===== src/rtl/traffic_light_ctrl.sv =====
// traffic_light_ctrl: highway/country intersection Moore FSM; highway green by default,
// timed yellow and all-red hand-over to the country road while its car sensor is active.
module traffic_light_ctrl #(
    parameter int Y2R_DELAY = 3,
    parameter int R2G_DELAY = 2
) (
    input  logic       clk,
    input  logic       clear,
    input  logic       x,
    output logic [1:0] highway_road,
    output logic [1:0] country_road
);
    localparam int MAX_DELAY = (Y2R_DELAY > R2G_DELAY) ? Y2R_DELAY : R2G_DELAY;
    localparam int CW = $clog2(MAX_DELAY + 1);
    localparam logic [1:0] RED = 2'b00, YELLOW = 2'b01, GREEN = 2'b10;
    localparam logic [2:0] S0 = 3'd0, S1 = 3'd1, S2 = 3'd2, S3 = 3'd3, S4 = 3'd4;

    logic [2:0]    state_q, state_d;
    logic [CW-1:0] cnt_q, cnt_d;
    logic          cnt_done;

    assign cnt_done = cnt_q == '0;

    always_ff @(posedge clk or negedge clear) begin
        if (!clear) begin
            state_q <= S0;
            cnt_q   <= '0;
        end else begin
            state_q <= state_d;
            cnt_q   <= cnt_d;
        end
    end

    // Counter holds remaining dwell minus one; it reloads whenever the state changes.
    always_comb begin
        state_d = S0;
        case (state_q)
            S0:      state_d = x ? S1 : S0;
            S1:      state_d = cnt_done ? S2 : S1;
            S2:      state_d = cnt_done ? S3 : S2;
            S3:      state_d = x ? S3 : S4;
            S4:      state_d = cnt_done ? S0 : S4;
            default: state_d = S0;
        endcase
        cnt_d = cnt_done ? '0 : cnt_q - CW'(1);
        if (state_d != state_q)
            cnt_d = (state_d == S1 || state_d == S4) ? CW'(Y2R_DELAY - 1) :
                    (state_d == S2) ? CW'(R2G_DELAY - 1) : '0;
    end

    always_comb begin
        highway_road = (state_q == S0) ? GREEN : (state_q == S1) ? YELLOW : RED;
        country_road = (state_q == S3) ? GREEN : (state_q == S4) ? YELLOW : RED;
    end
endmodule


===== config.mk =====
export PLATFORM = sky130hd
export DESIGN_NAME = traffic_light_ctrl
export DESIGN_NICKNAME = d
export VERILOG_FILES = /design/src/rtl/traffic_light_ctrl.sv
export SDC_FILE = /design/constraint.sdc
export NUM_CORES = 1
export LEC_CHECK = 0
export ABC_AREA = 0
export ABC_CLOCK_PERIOD_IN_PS = 1700
export CAP_MARGIN = 20
export CORE_AREA = 8 8 45 47
export DETAILED_ROUTE_END_ITERATION = 12
export DIE_AREA = 0 0 53 55
export SETUP_SLACK_MARGIN = 0.05
export SLEW_MARGIN = 20
export SYNTH_ARGS = -nofsm -noshare
export SYNTH_HDL_FRONTEND = slang
export SYNTH_SLANG_ARGS = --single-unit

===== constraint.sdc =====
create_clock -name clk -period 1.7 [get_ports clk]
set_input_delay 0.34 -clock clk [delete_from_list [all_inputs] [get_ports clk]]
set_output_delay 0.34 -clock clk [all_outputs]
set_load 0.01 [all_outputs]

==> impl_metrics.yaml <==
place:
  gp_congestion: 0.823
  dp_hpwl_um: 580
  portBuffers: 6
timing:
  max_freq_ghz: 0.633
  rsz0062_at_grt: "false"
  maxSlewViolCount: 0
  hold_viol_final: 0
  worst-slew-pin-transition_ps: 243
  post-route-min-period_ps: 1580
  setup_viol: 0
  setup_tns_ps: 0
  slew_headroom_pct: 83.8
  clock_skew_ps: 0.457
  final.period_utilization_pct: 93.0
logic_synthesis:
  synth_mux_area_share_pct: 0
  synth_edf_count: 0
  synth_area_um2: 330
  synth_top_area_share_pct: 37.9
  ys_top_cells_by_count: "dfrtp_1, nand2_1, nand2b_1"
  synth-seq-area-share_pct: 37.9
  synth_flop_cell: "dfrtp_1"
  syn_inst: 35
  synth_compound_area_share_pct: 25.0
  yosys.area.top_type: "dfrtp_1"
  yosys.area_share.adder_pct: 0
  synth_top_family_by_area: "simple AND/OR/NAND/NOR gates"
  ys_ff_latch: 5
  synth-warning-count: 0
  synthArstFlopShare_pct: 100
  ys_types: 17
  synth_nets: 38
  synth.avg_cell_area_um2: 9.44
  synthSimpleGateAreaFrac_pct: 26.9
  synth_area_leaders: "dfrtp_1, o311ai_4, nand2b_1, buf_6, o2bb2ai_1"
  synth_most_common_cell: "dfrtp_1"
  synthXorXnorAreaFrac_pct: 0
clocking:
  cts_root_buf: "clkbuf_4"
  numCtsBuffers: 3
  path_clk_slew_ps: 40
  clk_latency_ps: 240
  clockBufferDepth: 2
  cts_hold_buf: 0
  cts_htree_levels: 1
  clock_sinks: 5
  cts_tree: "built"
global_route:
  grt_pass1_wl_um: 1350
  busiest_layer: "met2"
  use_met1_pct: 6.57
  use_met3_pct: 3.21
  grt_use_met2_pct: 10.2
  grt_max_degree: 9
  grt_pass1_vias: 327
  grt.overflow.total: 0
  grt_usage_pct: 6.74
  antenna_found_initial: 0
cells_and_area:
  num-nets-final: 51
  synthToLayoutAreaGrowth_pct: 34.8
  diodes: 0
  layout-drive-gt1-share_pct: 27.7
critical_path:
  start_kind: "register"
  reg2reg_to: "state_q[0]"
  worstPathRequired_ps: 1360
  ff2ff_setup_slack_ps: 540
  path_class: "register to output pin"
  endpoint_kind: "output pin"
  r2r_start: "state_q[0]"
  cp.arrival_ps: 1240
  critPathMaxFanout: 7
  reg2regPathDepth: 3
die:
  start_util_pct: 23.9
  io_pins: 7
  core_mm2: 0.00138
  die-height_um: 55
  fp.dieW_um: 53
  dieArea_mm2: 0.00292
  rows: 14
run:
  cap_viol_max_count: 0
routing:
  initialDrtViolationCount: 5
  num_vias: 295
  drt_wl_total_um: 807
  drt_pass1_iterations: 4
  ant_nets: 0
  viasPerCell: 4.68
  wl_per_cell_um: 12.8
  drcViolationCount: 0
pwr:
  p_total_uw: 867
  vdd_drop_max_v: 0.000650
  p_per_area_mw_per_mm2: 1950
  leakagePower_nw: 0.207
status:
  status: "finished clean"
min_path:
  hp-class: "input port to asynchronous set/reset pin"
sequential cells by signal, indices dropped and copies added (netlist names):
| name | flops |
|---|---|
| cnt_q | 2 |
| state_q | 3 |
stage by stage:
step / cell area (µm²) / std cells / setup WS [ps] / utilization (%) / hold WS [ps]
6_report: 445 / 63 / 119 / 32.2 / 315
4_1_cts: 434 / 62 / 103 / 31.4 / 316
5_1_grt: 445 / 63 / 57.4 / 32.2 / 321
2_1_floorplan: 330 / 35 / 548 / - / 44.4
3_3_place_gp: 410 / 58 / 65.0 / 29.7 / 571
3_5_place_dp: 410 / 58 / 71.3 / 29.7 / 575
kinds of logic after synthesis:
| logic type | count (synthesis) |
|---|---|
| and+or+nand+nor | 16 |
| AOI/OAI and AO/OA | 9 |
| DFF | 5 |
| buffers and inverters | 5 |
how the worst max path moves through the flow:
stage / from / to / slack, ps / cells past startpoint
final: state_q[2] / country_road[1] / 120 / 3
after global routing: state_q[2] / country_road[1] / 60 / 3
after CTS: state_q[2] / country_road[1] / 100 / 3
after detailed placement: state_q[1] / country_road[0] / 70 / 4
after global placement: state_q[2] / country_road[1] / 60 / 3
after floorplan: state_q[1] / country_road[0] / 550 / 4
layout make-up:
cell class,instances,area [µm²]
clock buffer,4,26.3
sequential,5,128
tap,16,20.0
multi-input combinational,25,174
fill,149,938
timing repair buffer,10,86.3
inverter,3,11.3
cells in the final DEF, fill, tap and decap left out, types with 2 or more instances in the layout:
master / synthesis / layout
nand2b_1: 4 / 4
dfrtp_1: 5 / 3
buf_4: 0 / 4
inv_1: 2 / 2
nor2_1: 3 / 2
nand2_1: 4 / 4
nor3_1: 2 / 2
a21oi_1: 3 / 3
o2bb2ai_1: 2 / 2
dlygate4sd2_1: 0 / 3
dfrtp_2: 0 / 2
clkbuf_4: 0 / 3
clkdlybuf4s50_1: 0 / 2
critical path: stages, from the launching register on:
cell	delay, ps
dfrtp_2	460
inv_2	80
and3_1	180
dlygate4sd2_1	280
routing by layer:
layer | part of all wire, % | vias up
li1 | - | 147
met2 | 48 | 9
met4 | 1.1 | 0
met1 | 43 | 137
met5 | 0 | -
met3 | 7.7 | 2
power by group:
group / total, mW / switching (mW) / internal (mW)
logic: 0.440 / 0.197 / 0.242
registers: 0.287 / 0.109 / 0.178
clock network: 0.140 / 0.0509 / 0.0889
total: 0.867 / 0.357 / 0.510
timing repair:
| item | in CTS | in global routing |
|---|---|---|
| endpoints found under the setup margin | 4 | 1 |
| resized for setup | 6 | 2 |
| setup buffers | 0 | 1 |
(Power assumes the default switching activity.)
